### config.mk
export PLATFORM = sky130hd
export DESIGN_NAME = seg7_frame_capture
export DESIGN_NICKNAME = d
export VERILOG_FILES = /design/src/rtl/seg7_pkg.sv /design/src/rtl/seg7_to_bcd.sv /design/src/rtl/seg7_frame_capture.sv
export SDC_FILE = /design/constraint.sdc
export NUM_CORES = 1
export LEC_CHECK = 0
export CELL_PAD_IN_SITES_DETAIL_PLACEMENT = 1
export CELL_PAD_IN_SITES_GLOBAL_PLACEMENT = 1
export CORE_ASPECT_RATIO = 0.7
export CORE_MARGIN = 2
export CORE_UTILIZATION = 45
export DETAILED_ROUTE_END_ITERATION = 12
export PLACE_DENSITY_LB_ADDON = 0.1
export SLEW_MARGIN = 15
export SYNTH_ARGS = -nofsm -noshare
export SYNTH_HDL_FRONTEND = slang
export SYNTH_SLANG_ARGS = --single-unit
export TNS_END_PERCENT = 30
### constraint.sdc
create_clock -name i_clk -period 3.1 [get_ports i_clk]
set_clock_uncertainty 0.2 [all_clocks]
set_input_delay 0.93 -clock i_clk [delete_from_list [all_inputs] [get_ports i_clk]]
set_output_delay 0.93 -clock i_clk [all_outputs]
set_load 0.05 [all_outputs]
### src/rtl/seg7_pkg.sv
// Shared definitions for the 7-segment receive path: legal segment codes,
// the BCD error code and the per-dwell FSM state encoding.
package seg7_pkg;

    // Segment patterns, bit0 = a .. bit6 = g, active-high.
    localparam logic [6:0] SEG_0 = 7'h3F;
    localparam logic [6:0] SEG_1 = 7'h06;
    localparam logic [6:0] SEG_2 = 7'h5B;
    localparam logic [6:0] SEG_3 = 7'h4F;
    localparam logic [6:0] SEG_4 = 7'h66;
    localparam logic [6:0] SEG_5 = 7'h6D;
    localparam logic [6:0] SEG_6 = 7'h7D;
    localparam logic [6:0] SEG_7 = 7'h07;
    localparam logic [6:0] SEG_8 = 7'h7F;
    localparam logic [6:0] SEG_9 = 7'h6F;

    localparam logic [3:0] BCD_ERR = 4'hF;

    typedef enum logic [1:0] {
        IDLE   = 2'd0,
        SETTLE = 2'd1,
        LOCKED = 2'd2
    } dwell_state_e;

endpackage

### src/rtl/seg7_to_bcd.sv
// Combinational decode of a 7-segment pattern back to BCD; any pattern that
// is not one of the ten legal digits maps to BCD_ERR with o_err set.
module seg7_to_bcd
    import seg7_pkg::*;
(
    input  logic [6:0] i_seg,
    output logic [3:0] o_bcd,
    output logic       o_err
);

    always_comb begin
        case (i_seg)
            SEG_0:   o_bcd = 4'd0;
            SEG_1:   o_bcd = 4'd1;
            SEG_2:   o_bcd = 4'd2;
            SEG_3:   o_bcd = 4'd3;
            SEG_4:   o_bcd = 4'd4;
            SEG_5:   o_bcd = 4'd5;
            SEG_6:   o_bcd = 4'd6;
            SEG_7:   o_bcd = 4'd7;
            SEG_8:   o_bcd = 4'd8;
            SEG_9:   o_bcd = 4'd9;
            default: o_bcd = BCD_ERR;
        endcase
        o_err = (o_bcd == BCD_ERR);
    end

endmodule

### src/rtl/seg7_frame_capture.sv
// Samples a multiplexed 7-seg bus, debounces each digit dwell, decodes it to
// BCD and assembles N_DIGITS-wide frames offered on a valid/ready port.
module seg7_frame_capture
    import seg7_pkg::*;
#(
    parameter int N_DIGITS   = 4,
    parameter int STABLE_CYC = 4
) (
    input  logic                  i_clk,
    input  logic                  i_rst_n,
    input  logic [6:0]            i_seg,
    input  logic [N_DIGITS-1:0]   i_dig_sel,
    input  logic                  i_ready,
    input  logic                  i_ovr_clr,
    output logic                  o_valid,
    output logic [4*N_DIGITS-1:0] o_bcd,
    output logic [N_DIGITS-1:0]   o_err,
    output logic                  o_overrun
);

    localparam int                  CNT_W      = $clog2(STABLE_CYC + 1);
    localparam logic [CNT_W-1:0]    CNT_ONE    = CNT_W'(1);
    localparam logic [CNT_W-1:0]    CNT_LAST   = CNT_W'(STABLE_CYC);
    localparam logic [N_DIGITS-1:0] SEL_ONE    = N_DIGITS'(1);
    localparam logic [N_DIGITS-1:0] ALL_FILLED = '1;

    // Input sample and the sample one cycle earlier.
    logic [6:0]            r_seg_q, r_seg_d, prev_seg_q, prev_seg_d;
    logic [N_DIGITS-1:0]   r_sel_q, r_sel_d, prev_sel_q, prev_sel_d;

    dwell_state_e          state_q, state_d;
    logic [CNT_W-1:0]      cnt_q, cnt_d;

    logic [4*N_DIGITS-1:0] slot_bcd_q, slot_bcd_d;
    logic [N_DIGITS-1:0]   slot_err_q, slot_err_d;
    logic [N_DIGITS-1:0]   filled_q, filled_d;

    logic                  valid_q, valid_d;
    logic [4*N_DIGITS-1:0] out_bcd_q, out_bcd_d;
    logic [N_DIGITS-1:0]   out_err_q, out_err_d;
    logic                  ovr_q, ovr_d;

    logic                  sel_onehot, sample_same, capture;
    logic [CNT_W-1:0]      cnt_next;
    logic [3:0]            dec_bcd;
    logic                  dec_err;
    logic                  frame_done, out_free, load, drop;

    seg7_to_bcd u_dec (
        .i_seg (r_seg_q),
        .o_bcd (dec_bcd),
        .o_err (dec_err)
    );

    always_comb begin
        r_seg_d    = i_seg;
        r_sel_d    = i_dig_sel;
        prev_seg_d = r_seg_q;
        prev_sel_d = r_sel_q;
    end

    assign sel_onehot  = (r_sel_q != '0) && ((r_sel_q & (r_sel_q - SEL_ONE)) == '0);
    assign sample_same = (r_sel_q == prev_sel_q) && (r_seg_q == prev_seg_q);
    assign cnt_next    = (cnt_q == CNT_LAST) ? cnt_q : cnt_q + CNT_ONE;

    // Dwell FSM: a digit is accepted once, after STABLE_CYC identical samples.
    always_comb begin
        // NOTE: every output of a combinational block gets a default first so no latch is inferred.
        state_d = state_q;
        cnt_d   = cnt_q;
        capture = 1'b0;
        case (state_q)
            IDLE: begin
                if (sel_onehot) begin
                    state_d = SETTLE;
                    cnt_d   = CNT_ONE;
                end else begin
                    cnt_d   = '0;
                end
            end
            SETTLE: begin
                if (!sel_onehot) begin
                    state_d = IDLE;
                    cnt_d   = '0;
                end else if (!sample_same) begin
                    cnt_d   = CNT_ONE;
                end else begin
                    cnt_d = cnt_next;
                    if (cnt_next == CNT_LAST) begin
                        capture = 1'b1;
                        state_d = LOCKED;
                    end
                end
            end
            LOCKED: begin
                if (!sample_same) begin
                    state_d = sel_onehot ? SETTLE : IDLE;
                    cnt_d   = sel_onehot ? CNT_ONE : '0;
                end
            end
            default: begin
                state_d = IDLE;
                cnt_d   = '0;
            end
        endcase
    end

    assign frame_done = (filled_q == ALL_FILLED);
    assign out_free   = !valid_q || i_ready;
    assign load       = frame_done && out_free;
    assign drop       = frame_done && !out_free;

    // Slot storage: a capture landing in the completion cycle starts the next frame.
    always_comb begin
        slot_bcd_d = slot_bcd_q;
        slot_err_d = slot_err_q;
        filled_d   = frame_done ? '0 : filled_q;
        if (capture) begin
            for (int k = 0; k < N_DIGITS; k++) begin
                if (r_sel_q[k]) begin
                    slot_bcd_d[4*k +: 4] = dec_bcd;
                    slot_err_d[k]        = dec_err;
                    filled_d[k]          = 1'b1;
                end
            end
        end
    end

    always_comb begin
        valid_d   = valid_q;
        out_bcd_d = out_bcd_q;
        out_err_d = out_err_q;
        if (load) begin
            valid_d   = 1'b1;
            out_bcd_d = slot_bcd_q;
            out_err_d = slot_err_q;
        end else if (valid_q && i_ready) begin
            valid_d   = 1'b0;
        end
        ovr_d = drop ? 1'b1 : (i_ovr_clr ? 1'b0 : ovr_q);
    end

    always_ff @(posedge i_clk or negedge i_rst_n) begin
        if (!i_rst_n) begin
            r_seg_q    <= '0;
            r_sel_q    <= '0;
            prev_seg_q <= '0;
            prev_sel_q <= '0;
            state_q    <= IDLE;
            cnt_q      <= '0;
            // NOTE: slot contents are reset too; the register count is tiny and it keeps o_bcd deterministic.
            slot_bcd_q <= '0;
            slot_err_q <= '0;
            filled_q   <= '0;
            valid_q    <= 1'b0;
            out_bcd_q  <= '0;
            out_err_q  <= '0;
            ovr_q      <= 1'b0;
        end else begin
            // NOTE: non-blocking assignments so every flop samples pre-edge values.
            r_seg_q    <= r_seg_d;
            r_sel_q    <= r_sel_d;
            prev_seg_q <= prev_seg_d;
            prev_sel_q <= prev_sel_d;
            state_q    <= state_d;
            cnt_q      <= cnt_d;
            slot_bcd_q <= slot_bcd_d;
            slot_err_q <= slot_err_d;
            filled_q   <= filled_d;
            valid_q    <= valid_d;
            out_bcd_q  <= out_bcd_d;
            out_err_q  <= out_err_d;
            ovr_q      <= ovr_d;
        end
    end

    assign o_valid   = valid_q;
    assign o_bcd     = out_bcd_q;
    assign o_err     = out_err_q;
    assign o_overrun = ovr_q;

endmodule

; ---- Yosys cells after proc, flatten, opt, wreduce, memory -nomap -nowiden
; Index checks and enable logic that the tools add are counted.
[totals]
word_cells = 90
inputBits = 15
output_inout_bits = 22
regBits = 73
[op_classes]
n_reduce_logical = 18
mux = 28
eq_ne = 22
add_sub_neg = 2
bitwise_logic = 1
[op_table]
columns = op, count
row1 = 7-bit equality test (second input constant), 7
row2 = 4-bit one-hot mux with 10 select lines, 1
row3 = 7-bit by 3-bit equality test with 1-bit output (second input constant), 2
row4 = 1-bit 2-to-1 mux, 14
row5 = 3-bit 2-to-1 mux, 4
row6 = 2-bit 2-to-1 mux, 5
row7 = 3-bit one-hot mux with 3 select lines, 1
row8 = 4-bit equality test (second input constant), 2
row9 = 4-bit 2-to-1 mux, 2
row10 = 2-bit AND reduction, 4
row11 = 7-bit by 6-bit equality test with 1-bit output (second input constant), 1
row12 = 7-bit equality test, 1
row13 = 3-bit equality test (second input constant), 2
row14 = 3-bit inequality test (second input constant), 2
row15 = 2-bit one-hot mux with 3 select lines, 1
row16 = 1-bit logical AND, 5
row17 = 4-bit AND, 1
row18 = 4-bit equality test, 1
row19 = 4-bit zero test, 1
row20 = 2-bit inequality test (second input constant), 2
row21 = 4-bit AND reduction, 1
row22 = 2-bit nonzero test, 2
row23 = 4-bit nonzero test, 1
row24 = 4-bit by 1-bit subtractor with 4-bit output (second input constant), 1
row25 = 6 further kinds, 7

; ---- Logic depth before layout (Yosys ltp)
[depth]
depth_word = 8
depth_mapped = 7

; ---- By module
; A second synthesis with hierarchy kept.
[hier_totals]
hier_cells = 217
area_unflattened_um2 = 2980.4
[modules_own_cells]
columns = module, cells_each, instances, seq_area_each_um2, area_per_inst_um2
row1 = seg7_frame_capture, 185, 1, 1826.8, 2757.6
row2 = seg7_to_bcd, 32, 1, 0.0, 222.7

; ---- Worst setup path after synthesis
; No wires, ideal clock.
[synth_timing]
path_type = flip-flop to flip-flop
startpoint = register cnt_q[0]
endpoint = register slot_bcd_q[0]
stages_incl_launch_ff = 8
path_buffers = 0
slack_ps = 429
arrival_time_ps = 2347
setup_time_ps = 125
cell_sequence = dfrtp_1 -> inv_1 -> ha_1 -> or3b_1 -> a211o_1 -> a2111oi_4 -> nand3_1 -> mux2_2
[synth_between]
elab_chain_len = 8
word_cells_on_any_way = 9
classes_between = 1 x add/sub / 2 x eq/ne / 5 x mux / 1 x reduce/logical
[synth_lines]
columns = item, line
row1 = from (decl), seg7_frame_capture.sv:32  ; logic [CNT_W-1:0] cnt_q, cnt_d;
row2 = from (signal assigned), seg7_frame_capture.sv:166  ; cnt_q <= cnt_d;
row3 = 3-bit by 1-bit adder with 3-bit output / 3-bit equality test (equally long branches), seg7_frame_capture.sv:64  ; assign cnt_next = (cnt_q == CNT_LAST) ? cnt_q : cnt_q + CNT_ONE;
row4 = 3-bit 2-to-1 mux (*), seg7_frame_capture.sv:64
row5 = 3-bit equality test (*), seg7_frame_capture.sv:89  ; if (cnt_next == CNT_LAST) begin
row6 = 1-bit 2-to-1 mux (*), seg7_frame_capture.sv:89
row7 = 1-bit 2-to-1 mux (*), seg7_frame_capture.sv:85  ; end else if (!sample_same) begin
row8 = 1-bit 2-to-1 mux (*), seg7_frame_capture.sv:82  ; if (!sel_onehot) begin
row9 = 1-bit 2-to-1 mux (*), seg7_frame_capture.sv:72  ; case (state_q)
row10 = 2-bit AND reduction (no line) (*), --
row11 = to (signal assigned), seg7_frame_capture.sv:167  ; slot_bcd_q <= slot_bcd_d;
row12 = to (decl), seg7_frame_capture.sv:34  ; logic [4*N_DIGITS-1:0] slot_bcd_q, slot_bcd_d;
; Every way passes the cells marked *; elsewhere a longest branch is shown, timed or not.
; A chain may end at the register's enable or synchronous reset.

; ---- Final worst setup path
[layout_timing]
startpoint = register cnt_q[0]
endpoint = register slot_bcd_q[5]
; Same word-level chain as after synthesis.

==> flow_metrics.tcl <==
set metrics [dict create \
    worst_pin_slew_ns 0.8427 \
    coreArea_um2 6276 \
    dieHeight_um 71.79 \
    hold_viol 0 \
    cp-startpoint "cnt_q[0]" \
    syn_nets 237 \
    grt_usage_pct 19.32 \
    dpl_cell_area_um2 3443 \
    clk-insertion-delay-late_ns 0.35 \
    cts_hold_buf 0 \
    synthCells 220 \
    maxSlewViolCount 0 \
    vias 1868 \
    grt_overflow 0 \
    yosys-top-cells-count "73 x dfrtp_1, 40 x mux2_2, 14 x nand2_1" \
    netlist-cell-type-count 37 \
    path_class "reg2reg" \
    fin_crit_sh_pct 96.66 \
    end_kind "register" \
    rows 24 \
    antenna_found_initial 0 \
    grt_pass1_wl_mm 10.42 \
    avgViaCountPerCell 5.383 \
    n_antenna_cell 0 \
    grt_max_degree 74 \
    stdcell_area_um2 3651 \
    async_flop_share_pct 100.0 \
    pwr_density_cell_nw_per_um2 510.4 \
    cts_made_buffers 9 \
    finalSetupViolCount 0 \
    crit_slowest_cell "a2111oi_4" \
    synth_edf_count 0 \
    initial_utilization_pct 47.07 \
    synth-seq-cells 73 \
    crit_arrival_ns 3.02 \
    required_ns 3.13 \
    cts_resized 0 \
    path_cells "inv_1 -> ha_1 -> or3b_1 -> a211o_1 -> a2111oi_4 -> nand3_1 -> mux2_2" \
    io_buffers 36 \
    grt_pass1_vias 1997 \
    status "finished clean" \
    post_cts_buffers 0 \
    relSlewSlack_pct 43.48 \
    rsz0062_at_grt "true" \
    cp_top_family "compound AO/OA/AOI/OAI gates" \
    cts_tree "built" \
    synth_ff_type "dfrtp_1" \
    regToRegStartpoint "cnt_q[0]" \
    holdPathEnd "filled_q[2]" \
    drc 0 \
    wl_per_cell_um 18.22 \
    synth_area_um2 2954 \
    cts_htree_levels 3 \
    clockRootBuffer "clkbuf_8" \
    fmax_ghz 0.3337 \
    clockBufferDepth 2 \
    m1WireLength_mm 3.000 \
    dr.first_iter.drc_count 97 \
    min_path_type "reg2reg" \
    top_layer "met4" \
    avgSynthCellArea_um2 13.43 \
    vdd_drop_max_v 0.0002000 \
    clk_transition_reported_paths_ns 0.08 \
    reg2reg_slack_ns 0.10 \
    syn_to_final_growth_pct 23.59 \
    drt_first_pass_iters 4 \
    cellLeakagePower_nw 1.668 \
    crit_fanout 6 \
    reg2reg_to "slot_bcd_q[5]" \
    synth_area_leaders "dfrtp_1 62%, mux2_2 15%, xnor2_1 3.6%, nand3_1 1.9%, nand2_1 1.8%" \
    yosys.area.top_type_share_pct 61.84 \
    routed_wl_mm 6.324 \
    synth_most_common_cell "dfrtp_1" \
    holdPathStages 2 \
    ant_nets 0 \
    route.met3.wl_um 214 \
    dieWidth_um 100.8 \
    wl_met2_mm 3.025 \
    place_ws_ns 0.1471 \
    die-area_um2 7239 \
    min_period_ns 2.997 \
    slowest_delay_ns 0.47 \
    drive_gt1_share_pct 23.05 \
    place_congestion 0.7412 \
    synth_top_area_cell "dfrtp_1" \
    ioPinCount 37 \
    crit_buf_inv 1 \
    hp-start "filled_q[2]" \
    final_nets 282 \
    drv_cap 0 \
    cts_sinks 73 \
    fin_ws_ns 0.1034 \
    ys_seq_area_share_pct 61.84 \
    startpoint_type "register" \
    reg2regPathDepth 7 \
    dp_hpwl_mm 4.290 \
    yosysWarnings 0 \
]
==> worst reg2reg max path, stage by stage, from the launching register on <==
cell and delay [ns]:
dfrtp_1 0.41, inv_1 0.10, ha_1 0.26, or3b_1 0.36, a211o_1 0.35, a2111oi_4 0.47, nand3_1 0.35, mux2_2 0.38
==> area by class of cell <==
type                       count  area [um2]
tap                           78       97.59
clock inverter                 6       83.83
multi-input combinational    133        1075
sequential                    73        1827
inverter                       7       26.28
timing repair buffer          41       417.9
clock buffer                   9       123.9
fill                         619        2625
==> cell families (layout without fill, tap and decap cells) <==
family                   Yosys count  count (layout)  synth area share [%]
AO/OA/AOI/OAI                     25              25                 6.565
AND/OR/NAND/NOR                   51              51                 9.276
flip-flops                        73              73                 61.84
buffers and inverters             14              63                 1.779
multiplexers                      40              40                 15.25
XOR/XNOR                          15              15                 4.447
adder cells (fa/ha/maj)            2               2                0.8470
==> worst max-delay path by stage <==
stage                     depth (start not counted)       endpoint  slack (ns)
final                                             7  slot_bcd_q[5]        0.10
after global routing                              7  slot_bcd_q[5]       -0.05
after CTS                                         7  slot_bcd_q[5]         0.1
after detailed placement                          7  slot_bcd_q[6]        0.15
after global placement                            7  slot_bcd_q[2]        0.28
after floorplan                                   7  slot_bcd_q[0]        0.43
==> per-stage QoR <==
stage          total power [mW]  hold slack, ns  utilization (%)  std cells  setup TNS [ns]
2_1_floorplan             1.045          0.1519                -        220               0
3_3_place_gp              1.096          0.2571            54.86        332               0
3_5_place_dp              1.100          0.2814            54.86        332               0
4_1_cts                   1.893          0.3080            58.17        347               0
5_1_grt                   1.942          0.3285            58.17        347         -0.3556
6_report                  1.864          0.3042            58.17        347               0
==> registers in the layout (all words and copies together), names as in the netlist, 7 cells and up <==
register    cells
prev_seg_d      7
o_bcd          16
prev_seg_q      7
slot_bcd_q     16
==> power by group <==
part           internal, mW  switching, mW  leakage (nW)
Sequential            0.969         0.0234         0.967
Combinational        0.0413         0.0476         0.592
Clock                 0.445          0.337         0.109
==> layout by cell type, fill, tap and decap left out, types with 3 or more instances in the layout <==
cell type,n
a211oi_1,4
a21oi_1,4
buf_4,3
clkbuf_8,9
clkdlybuf4s50_1,35
clkinv_2,3
dfrtp_1,73
inv_1,7
mux2_2,40
nand2_1,14
nand2b_1,3
nand3_1,11
nand4_1,4
nor2_1,4
nor3_1,3
o21ai_0,3
xnor2_1,12
xor2_1,3
==> layer usage <==
metal  global-route usage (%)  vias to the layer above
met1                    26.95                      965
met4                    7.458                        0
li1                         -                      861
met5                        0                        -
met2                    28.67                       33
met3                    5.756                        9
No activity file was read; power rests on OpenSTA's default activity.
